**src/rtl/adcv_conv_sequencer.sv**
```systemverilog
// Conversion sequencer for the ADC decode pipeline: paces sample strobes, tracks them
// through the fixed decoder latency, averages 2^k codes and hands results downstream.
module adcv_conv_sequencer #(
    parameter int B            = 8,
    parameter int PIPE_LAT     = 6,
    parameter int AVG_LOG2_MAX = 4,
    parameter int PER_W        = 16
) (
    input  logic             clock,
    input  logic             reset,
    input  logic             start,
    input  logic             stop,
    input  logic [PER_W-1:0] cfg_period,
    input  logic [2:0]       cfg_avg_log2,
    input  logic [15:0]      cfg_count,
    output logic             sample_valid,
    input  logic [B-1:0]     dec_bin,
    output logic [B-1:0]     res_data,
    output logic             res_valid,
    input  logic             res_ready,
    output logic             busy,
    output logic             overrun,
    output logic             done
);

    localparam int ACC_W = B + AVG_LOG2_MAX;
    localparam int ISS_W = 16 + AVG_LOG2_MAX;

    typedef enum logic [1:0] {
        IDLE  = 2'd0,
        RUN   = 2'd1,
        DRAIN = 2'd2
    } state_t;

    state_t                  state_r;
    logic [PER_W-1:0]        period_r;
    logic [PER_W-1:0]        per_cnt_r;
    logic [2:0]              k_r;
    logic                    cont_r;
    logic [ISS_W-1:0]        limit_r;
    logic [ISS_W-1:0]        issued_r;
    logic [PIPE_LAT-1:0]     dl_r;
    logic [ACC_W-1:0]        acc_r;
    logic [AVG_LOG2_MAX-1:0] tap_cnt_r;
    logic                    sample_valid_r;
    logic                    res_valid_r;
    logic [B-1:0]            res_data_r;
    logic                    busy_r;
    logic                    overrun_r;
    logic                    done_r;

    logic [2:0]              k_clip_s;
    logic [PER_W-1:0]        eff_period_s;
    logic [ISS_W-1:0]        lim_start_s;
    logic [ISS_W-1:0]        issued_inc_s;
    logic                    tap_s;
    logic [ACC_W-1:0]        sum_s;
    logic [B-1:0]            avg_s;
    logic [AVG_LOG2_MAX-1:0] grp_last_s;
    logic                    complete_s;
    logic                    dl_empty_next_s;
    logic                    drain_exit_s;
    logic                    start_acc_s;

    // Config decode, accumulation arithmetic and pipeline-empty detection.
    always_comb begin
        k_clip_s        = (cfg_avg_log2 > 3'(AVG_LOG2_MAX)) ? 3'(AVG_LOG2_MAX) : cfg_avg_log2;
        eff_period_s    = (cfg_period == {PER_W{1'b0}}) ? PER_W'(1'b1) : cfg_period;
        lim_start_s     = ISS_W'(cfg_count) << k_clip_s;
        issued_inc_s    = issued_r + ISS_W'(1'b1);
        tap_s           = dl_r[PIPE_LAT-1];
        sum_s           = acc_r + ACC_W'(dec_bin);
        avg_s           = B'(sum_s >> k_r);
        grp_last_s      = ~({AVG_LOG2_MAX{1'b1}} << k_r);
        complete_s      = tap_s && (tap_cnt_r == grp_last_s);
        // The current tap may still be high; it is consumed on the exit edge.
        dl_empty_next_s = !sample_valid_r && (dl_r[PIPE_LAT-2:0] == {(PIPE_LAT-1){1'b0}});
        drain_exit_s    = (state_r == DRAIN) && dl_empty_next_s;
        start_acc_s     = (state_r == IDLE) && start;
    end

    // Run-control FSM: strobe pacing, issue limit, busy and done.
    always_ff @(posedge clock or posedge reset) begin
        if (reset) begin
            state_r        <= IDLE;
            period_r       <= {PER_W{1'b0}};
            per_cnt_r      <= {PER_W{1'b0}};
            k_r            <= 3'd0;
            cont_r         <= 1'b0;
            limit_r        <= {ISS_W{1'b0}};
            issued_r       <= {ISS_W{1'b0}};
            sample_valid_r <= 1'b0;
            busy_r         <= 1'b0;
            done_r         <= 1'b0;
        end else begin
            done_r <= 1'b0;
            case (state_r)
                IDLE: begin
                    sample_valid_r <= 1'b0;
                    if (start) begin
                        period_r       <= eff_period_s;
                        k_r            <= k_clip_s;
                        cont_r         <= (cfg_count == 16'd0);
                        limit_r        <= lim_start_s;
                        issued_r       <= ISS_W'(1'b1);
                        per_cnt_r      <= eff_period_s - PER_W'(1'b1);
                        sample_valid_r <= 1'b1;
                        busy_r         <= 1'b1;
                        if ((cfg_count != 16'd0) && (lim_start_s == ISS_W'(1'b1))) begin
                            state_r <= DRAIN;
                        end else begin
                            state_r <= RUN;
                        end
                    end else begin
                        busy_r <= 1'b0;
                    end
                end
                RUN: begin
                    if (stop) begin
                        sample_valid_r <= 1'b0;
                        state_r        <= DRAIN;
                    end else if (per_cnt_r == {PER_W{1'b0}}) begin
                        sample_valid_r <= 1'b1;
                        per_cnt_r      <= period_r - PER_W'(1'b1);
                        // Continuous mode never counts, so the issue counter cannot wrap.
                        if (!cont_r) begin
                            issued_r <= issued_inc_s;
                            if (issued_inc_s == limit_r) begin
                                state_r <= DRAIN;
                            end else begin
                                state_r <= RUN;
                            end
                        end else begin
                            state_r <= RUN;
                        end
                    end else begin
                        sample_valid_r <= 1'b0;
                        per_cnt_r      <= per_cnt_r - PER_W'(1'b1);
                    end
                end
                DRAIN: begin
                    sample_valid_r <= 1'b0;
                    if (dl_empty_next_s) begin
                        state_r <= IDLE;
                        busy_r  <= 1'b0;
                        done_r  <= 1'b1;
                    end else begin
                        state_r <= DRAIN;
                    end
                end
                default: begin
                    state_r        <= IDLE;
                    sample_valid_r <= 1'b0;
                    busy_r         <= 1'b0;
                end
            endcase
        end
    end

    // Delay line and accumulator; a partial group left at the end of a run is thrown away.
    always_ff @(posedge clock or posedge reset) begin
        if (reset) begin
            dl_r      <= {PIPE_LAT{1'b0}};
            acc_r     <= {ACC_W{1'b0}};
            tap_cnt_r <= {AVG_LOG2_MAX{1'b0}};
        end else begin
            dl_r <= {dl_r[PIPE_LAT-2:0], sample_valid_r};
            if (drain_exit_s || complete_s) begin
                acc_r     <= {ACC_W{1'b0}};
                tap_cnt_r <= {AVG_LOG2_MAX{1'b0}};
            end else if (tap_s) begin
                acc_r     <= sum_s;
                tap_cnt_r <= tap_cnt_r + AVG_LOG2_MAX'(1'b1);
            end else begin
                acc_r     <= acc_r;
                tap_cnt_r <= tap_cnt_r;
            end
        end
    end

    // Result register with valid/ready handshake and sticky overrun.
    always_ff @(posedge clock or posedge reset) begin
        if (reset) begin
            res_data_r  <= {B{1'b0}};
            res_valid_r <= 1'b0;
            overrun_r   <= 1'b0;
        end else begin
            if (complete_s) begin
                if (!res_valid_r || res_ready) begin
                    res_data_r  <= avg_s;
                    res_valid_r <= 1'b1;
                end else begin
                    overrun_r <= 1'b1;
                end
            end else if (res_ready) begin
                res_valid_r <= 1'b0;
            end else begin
                res_valid_r <= res_valid_r;
            end
            if (start_acc_s) begin
                overrun_r <= 1'b0;
            end else begin
                overrun_r <= overrun_r | (complete_s && res_valid_r && !res_ready);
            end
        end
    end

    assign sample_valid = sample_valid_r;
    assign res_data     = res_data_r;
    assign res_valid    = res_valid_r;
    assign busy         = busy_r;
    assign overrun      = overrun_r;
    assign done         = done_r;

endmodule

```
**config.mk**
```make
export PLATFORM = sky130hd
export DESIGN_NAME = adcv_conv_sequencer
export DESIGN_NICKNAME = d
export VERILOG_FILES = /design/src/rtl/adcv_conv_sequencer.sv
export SDC_FILE = /design/constraint.sdc
export NUM_CORES = 1
export LEC_CHECK = 0
export ABC_CLOCK_PERIOD_IN_PS = 4750
export CAP_MARGIN = 15
export CORE_UTILIZATION = 45
export CTS_CLUSTER_DIAMETER = 200
export DETAILED_ROUTE_END_ITERATION = 10
export GPL_TIMING_DRIVEN = 0
export PLACE_DENSITY = 0.6
export REMOVE_ABC_BUFFERS = 1
export SYNTH_ARGS = -nofsm -noshare
export SYNTH_HDL_FRONTEND = slang
export SYNTH_SLANG_ARGS = --single-unit
```
**constraint.sdc**
```tcl
create_clock -name clock -period 4.75 [get_ports clock]
set_input_delay 0.95 -clock clock [delete_from_list [all_inputs] [get_ports clock]]
set_output_delay 0.95 -clock clock [all_outputs]
set_load 0.02 [all_outputs]
```
==> metrics.txt, run 1 <==
setup ws final=slightly below 1000 ps; Critical Path AT=4080 ps; cell area after layout=9060 µm²; post-route ant nets=0; dpl cell area=8410 µm²; post-DR vias/cell=5.99; largest net degree at the start of global routing=86; fin crit share=between 70% and 80%; critical path startpoint category=input port; Max Clock Skew=9.39 ps; post-route minimum period=around 3800 ps; Layout area overhead=18.1%; total track usage=24.8%; total grt overflow=0; Post-synth ARST share=100%; worst reg2reg path depth=8; outcome=finished, final reports clean; hold violation total from the final report=0; CTS tree=done; slowest CP cell=clkdlybuf4s50_1; clk root buf=clkbuf_16; initial antenna violation count=0; RSZ-0062 raised after global routing=false; top post-synthesis cells by area=dfrtp_1, nand2_1, o21ai_0; Req. time, crit path=roughly 5100 ps; Final setup violation count=0; library cells used by synthesis=82; die area=17600 µm²; pre-CTS setup slack=roughly 500 ps; hold path start=dl_r[3]; Worst path max stage delay=1170 ps; drt drc=0; synthesized area per cell=around 8.4 µm²; vias=6986; Util after Layout=54.5%; Total Wirelength=21100 µm; post-route setup TNS=0 ps; PwrDens=610 nW/µm²; Placer Congestion=about 0.86; EDFF count, synth=0; RR Endpoint=state_r[1]; Mapped Area=7670 µm²; CP max FO=25; Primary FF master, synth=dfrtp_1; Crit. End Element=flop; number of global-route vias before repair=between 6000 and 7000; most frequent cells after synthesis=nand2_1, dfrtp_1, nor2_1; # rows=47; sequential area share after synthesis=36.9%; Buf+Inv Stages, Crit Path=1; Die X=~130 µm; R2R Setup Slk=roughly 1400 ps; Slew @ Worst Pin=around 1200 ps; Fmax=0.266 GHz; Initial Util=46.1%; Worst Path Class, Setup=in2reg; Reg-to-Reg Start=issued_r[0]; Max Cap Viol=0; DR iter-0 viols=about 530; Mapped Cells=a little over 900; worst-path cell chain=clkdlybuf4s50_1, nor2b_1, mux2_2, o21ai_0, o21ai_0, nor3_1, a31oi_1, o32ai_2; Yosys warnings=0; worst setup path startpoint=cfg_avg_log2[0]; Hold Path Sink=dl_r[4]; cts repair resizes=0; clk sinks=approximately 110; core area=16600 µm²; hold-critical path depth=0; final net count=~1000; clk buf depth=2; Top delay family on crit path=buffers and inverters; IO Pins=61; Post-DP HPWL=14900 µm; slew margin rel.=roughly a fifth; CP dominant cell by count=o21ai_0; Antenna Cells=0; Worst Hold Slack=378 ps; peak supply drop=between 0.3 and 0.4 mV; drt pass-1 iters=5; DR WL/cell=about 18 µm; most common cell in the netlist=nand2_1; first-pass GRT wire length=34600 µm; leak pwr=0.00373 µW; cts hold-fix bufs=0; post-synth top area cell=dfrtp_1; Chip Height=133 µm; share of cells above drive strength 1=7.60%; Clock Latency Late Sink=420 ps; worst hold path class=reg2reg; H-tree lvl count=4; Synth Register Bits=roughly 110; post-synth top area share=a little under two fifths; fin. max-slew vios=0; Worst-path clk slew=50 ps; TritonCTS buffer count=17; fill cell count=1509; # port buffers=60; Setup Fix Bufs, Post-CTS=0
## worst reg2reg max path, stage by stage, from the launching register on
cell and delay [ps]:
dfrtp_1 440, ha_1 320, nand3_2 210, or4_2 760
or3_1 370, a222oi_1 330, nand4_1 210, o311a_1 360
o32ai_2 260
## stage by stage
step / total power, µW / instances
6_report: 5520 / 1167
5_1_grt: 5910 / 1167
2_1_floorplan: 3310 / 851
3_5_place_dp: 4100 / 1136
4_1_cts: 5530 / 1166
3_3_place_gp: 3960 / 1131
## cells in the final DEF (no fill, tap or decap), types with 5 or more instances in the layout
| cell type | instances |
|---|---|
| a2111oi_0 | 5 |
| inv_1 | 19 |
| a31oi_1 | 13 |
| or4_1 | 5 |
| a211oi_1 | 21 |
| clkdlybuf4s50_1 | 60 |
| dfrtp_1 | 113 |
| ha_1 | 11 |
| mux2i_1 | 36 |
| nand4_1 | 11 |
| o21a_1 | 5 |
| nor3_1 | 18 |
| nor3b_1 | 5 |
| a21o_1 | 5 |
| mux2_2 | 9 |
| nor4_1 | 13 |
| mux4_2 | 7 |
| o31a_1 | 7 |
| nor2b_1 | 11 |
| nand3_1 | 26 |
| o41ai_1 | 6 |
| a21oi_1 | 35 |
| a211o_1 | 5 |
| nor2_1 | 90 |
| o31ai_1 | 14 |
| o22ai_1 | 5 |
| xor2_1 | 20 |
| o21ai_0 | 80 |
| or3_1 | 8 |
| clkbuf_16 | 17 |
| xnor2_1 | 23 |
| bufinv_16 | 5 |
| nand2b_1 | 6 |
| nand2_1 | 142 |
## layer usage
layer	GRT usage (%)	up-vias	wire (µm)
met5	0	-	0
li1	-	3370	-
met3	4.79	29	945
met1	33.4	3397	9910
met2	40.1	190	9960
met4	7.92	0	317
## flip-flops by register name, summed over array words and instances (netlist names)
signal / cells
period_r: 16
dl_r: 6
k_r: 3
overrun: 1
tap_cnt_r: 4
busy: 1
issued_r: 20
per_cnt_r: 16
done: 1
acc_r: 12
sample_valid: 1
res_data: 8
cont_r: 1
limit_r: 20
state_r: 2
res_valid: 1
## where the power goes
part	total, µW	internal (µW)	leakage [µW]	switching, µW
clock network	1400	950	0.000308	449
logic	2370	1010	0.00199	1360
registers	1760	1320	0.00143	431
## how the worst max path moves through the flow
stage / cells after the start / to
after floorplan: 1 / acc_r[0]
after global placement: 7 / issued_r[17]
after detailed placement: 8 / state_r[1]
after CTS: 8 / state_r[1]
after global routing: 11 / res_data[2]
final: 8 / state_r[1]
## area by class of cell
| cell class | count | area, µm² | area share, % |
|---|---|---|---|
| well taps | 220 | 275 | 3.04 |
| clock inverters | 10 | 184 | 2.03 |
| flip-flops and latches | 113 | 2830 | 31.2 |
| multi-input cells | 718 | 4520 | 49.9 |
| repair buffers | 66 | 718 | 7.92 |
| inverters | 20 | 80.1 | 0.884 |
| clock buffers | 20 | 457 | 5.04 |
## logic make-up (layout without fill, tap and decap cells)
| kind of cell | after synthesis | in the layout | synth area share, % |
|---|---|---|---|
| AO/OA/AOI/OAI | 245 | 245 | 21.2 |
| adder cells (fa/ha/maj) | 12 | 12 | 2.06 |
| flip-flops | 113 | 113 | 36.9 |
| AND/OR/NAND/NOR | 366 | 366 | 22.6 |
| multiplexers | 52 | 52 | 8.07 |
| buffers and inverters | 77 | 116 | 4.35 |
| XOR/XNOR | 43 | 43 | 4.91 |
(Power assumes the default switching activity.)
==> inputs of run 2 (changes only) <==
ABC_CLOCK_PERIOD_IN_PS = 3000   (was 4750)
PLACE_DENSITY = 0.63   (was 0.6)
clock period = 3 ns   (was 4.75 ns; I/O delays follow)
==> run 2 against run 1 <==
- clock power rose by 57%
- routed wire length fell by 3.0%
- sequential power rose by 58%
- hold slack improved by 0.85 ps
- count of clock-buffer cells in the layout fell by 2
- cell area rose by 3.1%
- largest cell class unchanged
==> metrics.txt, run 2 (same netlist as run 1, synthesis figures left out) <==
Die X=133 µm; largest registers=issued_r (20), limit_r (20); Layout area overhead=21.9%; Slew @ Worst Pin=939 ps; RR Endpoint=state_r[1]; Max Clock Skew=10.9 ps; post-DR vias/cell=between 5 and 6; cell area after layout=just over 9000 µm²; Multi-input gate area=4640 µm²; leading cell types in the layout, fill and taps excluded=nand2_1, dfrtp_1, nor2_1; hold path start=dl_r[0]; post-route ant nets=0; Reg-to-Reg Start=issued_r[1]; clk buf depth=2; Buf+Inv Stages, Crit Path=1; die area=between 15000 and 20000 µm²; cell count along the critical path=10; Top delay family on crit path=compound AO/OA/AOI/OAI gates; post-route minimum period=2970 ps; fin. max-slew vios=0; drt drc=0; RSZ-0062 raised after global routing=true; DR iter-0 viols=451; clock share of power=24.7%; total track usage=24.1%; clk root buf=clkbuf_16; commonest non-fill, non-tap cell in the layout=nand2_1; internal power=5250 µW; core area=16600 µm²; fin crit share=98.9%; Worst-path clk slew=around 60 ps; Post-DP HPWL=between 10000 and 15000 µm; PwrDens=952 nW/µm²; CTS tree=done; Worst path max stage delay=520 ps; TritonCTS buffer count=17; largest net degree at the start of global routing=74; worst hold path class=reg2reg; Worst Path Class, Setup=in2reg; Req. time, crit path=between 3000 and 4000 ps; Placer Congestion=0.874; Antenna Cells=0; crit path capture=per_cnt_r[6]; slew margin rel.=37.4%; slowest CP cell=or4_1; Final setup violation count=0; Total Wirelength=20500 µm; first-pass GRT wire length=~34000 µm; H-tree lvl count=4; Crit. End Element=flop; number of global-route vias before repair=about 6500; share of cells above drive strength 1=12.7%; critical path startpoint category=input port; final net count=around 1000; total grt overflow=0; Clock Latency Late Sink=420 ps; worst setup path startpoint=cfg_period[9]; fill cell count=1529; hold violation total from the final report=0; peak supply drop=0.510 mV; Chip Height=roughly 130 µm; outcome=finished, final reports clean; Reg power frac=31.2%; Initial Util=46.1%; DR WL/cell=17.3 µm; Logic pwr share=44.1%; initial antenna violation count=0; IO Pins=61; # rows=47; dpl cell area=8440 µm²; drt pass-1 iters=5; Fmax=0.337 GHz; Max Cap Viol=0; R2R Setup Slk=50 ps; worst-path cell chain=clkdlybuf4s50_1, or4_1, nor4_2, a41oi_2, a21o_1, ha_2, o311ai_1, o21ba_4, a221o_1, a31oi_1; Worst Hold Slack=379 ps; CP max FO=7; # port buffers=60; clk sinks=113; leak pwr=between 0.003 and 0.004 µW; worst reg2reg path depth=7; Critical Path AT=3310 ps; vias=~6900; Switching Share=41.0%; register area=2840 µm²; total net switching power=between 3000 and 4000 µW
-- run 2: how the worst min path moves through the flow --
| stage | cells after the start | slack (ps) | end |
|---|---|---|---|
| after floorplan | 0 | 350 | dl_r[4] |
| after global placement | 0 | 360 | dl_r[4] |
| after detailed placement | 0 | 360 | dl_r[2] |
| after CTS | 0 | 380 | dl_r[1] |
| after global routing | 0 | 380 | dl_r[1] |
| final | 0 | 380 | dl_r[1] |
-- run 2: metal layers --
layer  vias up  wire, µm  global-route usage, %
met5         -         0                      0
li1       3407         -                      -
met3        21       895                   4.10
met4         0       261                   8.68
met2       185      9430                   37.1
met1      3294      9900                   34.0
-- run 2: power groups by stage --
stage,Combinational [µW],Clock [µW],Sequential (µW)
6_report,3920,2200,2780
3_5_place_dp,3700,0,2780
2_1_floorplan,2590,0,2640
3_3_place_gp,3540,0,2770
4_1_cts,3760,2230,2760
5_1_grt,4400,2300,2870
-- run 2: cell type report --
type                       count  area share [%]
multi-input combinational    718            49.6
sequential                   113            30.4
timing repair buffer          81            9.33
clock buffer                  18            4.70
tap                          220            2.94
clock inverter                14            2.15
inverter                      20           0.857
-- run 2: through the flow --
step | TNS, ps | util, % | cells | power, µW | setup slack [ps]
after CTS | -40.5 | 55.0 | 1170 | 8750 | -40.5
after detailed placement | -14630 | 50.7 | 1137 | 6480 | -847
final | 0 | 56.2 | 1184 | 8900 | 33.7
after global placement | -351430 | 49.8 | 1131 | 6310 | -2570
after global routing | -90.5 | 56.2 | 1184 | 9580 | -57.6
after floorplan | -69410 | - | 851 | 5230 | -587
-- run 2: repair_timing --
action,CTS,global route
setup endpoints to repair,18,25
setup buffers,1,12
gates resized for setup,22,27
pin swaps,2,8
hold buffers,0,0
==> inputs of run 3 (changes only) <==
==> constraint.sdc (replaced) <==
create_clock -name clock -period 3 [get_ports clock]
set_input_delay 0.75 -clock clock [delete_from_list [all_inputs] [get_ports clock]]
set_output_delay 0.75 -clock clock [all_outputs]
set_load 0.02 [all_outputs]
==> run 3 against run 2 <==
- clock skew barely moved
- worst setup slack improved by 24 ps
- non-clock buffer count rose by 6
- final cell count rose by 0.51%
- sequential share of layout area fell by 0.31 points
- routed wire length rose by 0.26%
- critical path type is now reg2reg
- critical endpoint is now state_r[1]
- largest cell class unchanged
==> metrics.txt, run 3 (same netlist as run 1, synthesis figures left out) <==
clock share of power=about a quarter; DR iter-0 viols=474; slew margin rel.=37.3%; Reg power frac=30.8%; vias=6894; Antenna Cells=0; Layout area overhead=23.2%; Max Clock Skew=10.4 ps; largest net degree at the start of global routing=74; Total Wirelength=20500 µm; initial antenna violation count=0; Switching Share=40.9%; Die X=133 µm; # rows=47; Slew @ Worst Pin=940 ps; dpl cell area=8440 µm²; IO Pins=61; share of cells above drive strength 1=14.2%; Post-DP HPWL=roughly 14000 µm; drt pass-1 iters=5; Placer Congestion=0.874; fin crit share=a little over nine tenths; cts hold-fix bufs=0; post-DR vias/cell=roughly 5.8; Crit. End Element=flop; total net switching power=about 3700 µW; Initial Util=46.1%; number of global-route vias before repair=6540; leak pwr=0.00389 µW; commonest non-fill, non-tap cell in the layout=nand2_1; worst hold path class=reg2reg; die area=17600 µm²; Top delay family on crit path=simple AND/OR/NAND/NOR gates; clk root buf=clkbuf_16; fin. max-slew vios=0; CTS tree=done; Fmax=0.340 GHz; first-pass GRT wire length=34000 µm; hold violation total from the final report=0; slowest CP cell=or4_4; Worst-path clk slew=roughly 60 ps; Chip Height=133 µm; H-tree lvl count=4; fin cells=1190; core area=16600 µm²; worst-path cell chain=nand2_2, or4_4, or4_1, a222oi_1, nand4_1, o311a_1, o32ai_2; Worst Path Class, Setup=reg2reg; peak supply drop=0.510 mV; Final setup violation count=0; post-route minimum period=around 3000 ps; RSZ-0062 raised after global routing=true; Clock Latency Late Sink=420 ps; internal power=5350 µW; critical path startpoint category=flop; PwrDens=958 nW/µm²; post-placement cell count=1137; CP max FO=7; # port buffers=60; TritonCTS buffer count=17; Logic pwr share=44.9%; post-route setup TNS=0 ps; Critical Path AT=3270 ps; Buf+Inv Stages, Crit Path=0; DR WL/cell=17.3 µm; Worst Hold Slack=379 ps; Req. time, crit path=about 3300 ps; total grt overflow=0; clk sinks=between 100 and 150; post-route ant nets=0; total track usage=24.3%; largest registers=issued_r (20), limit_r (20); pre-CTS setup slack=-997 ps; Max Cap Viol=0; cell area after layout=9450 µm²; drt drc=0; final net count=1017; setup ws final=around 57 ps; leading cell types in the layout, fill and taps excluded=nand2_1, dfrtp_1, nor2_1; clk buf depth=2; Worst path max stage delay=~580 ps; outcome=finished, final reports clean
## run 3: through the flow
step	power [µW]	utilization [%]
final	9050	56.8
after global routing	9730	56.8
after CTS	8850	55.4
after detailed placement	6480	50.7
after global placement	6310	49.8
after floorplan	5230	-
## run 3: power groups by stage
stage	combinational [µW]	clock, µW	sequential [µW]
floorplan	2590	0	2640
global placement	3540	0	2770
detailed placement	3700	0	2780
CTS	3860	2230	2760
global route	4550	2300	2880
finish	4070	2200	2780
## run 3: final cells by class
type | count | area (µm²)
Fill cell | 1505 | 7190
Multi-Input combinational cell | 718 | 4690
Sequential cell | 113 | 2840
Timing Repair Buffer | 87 | 917
Clock buffer | 18 | 439
Tap cell | 220 | 275
Clock inverter | 14 | 201
Inverter | 20 | 80.1
## run 3: repair_timing
| action | 4_1_cts | 5_1_grt |
|---|---|---|
| endpoints found under the hold margin | 0 | 0 |
| cloned | 0 | 0 |
| gates resized for setup | 35 | 34 |
| setup buffers | 5 | 15 |
| pin swaps | 6 | 12 |
| setup endpoints to repair | 26 | 25 |
## run 3: metal layers
metal | global-route usage, % | vias to the layer above | share of wire [%]
met2 | 37.5 | 191 | 46
met1 | 34.2 | 3260 | 48
li1 | - | 3422 | -
met4 | 8.62 | 0 | 1.4
met3 | 4.14 | 21 | 4.6
met5 | 0 | - | 0
## run 3: final timing paths
check,startpoint,end,slack [ps],depth (start not counted)
setup / recovery,issued_r[1],state_r[1],60,7
setup reg to reg,issued_r[1],state_r[1],60,7
hold / removal,dl_r[0],dl_r[1],380,0
max in group asynchronous,reset,issued_r[3],1560,3
min in group asynchronous,reset,acc_r[6],710,2
hold reg to reg,dl_r[0],dl_r[1],380,0
## run 3: worst register-to-register path, stage by stage, from the launching register on
cell	delay (ps)
dfrtp_1	440
nand2_2	120
or4_4	580
or4_1	550
a222oi_1	360
nand4_1	210
o311a_1	350
o32ai_2	240
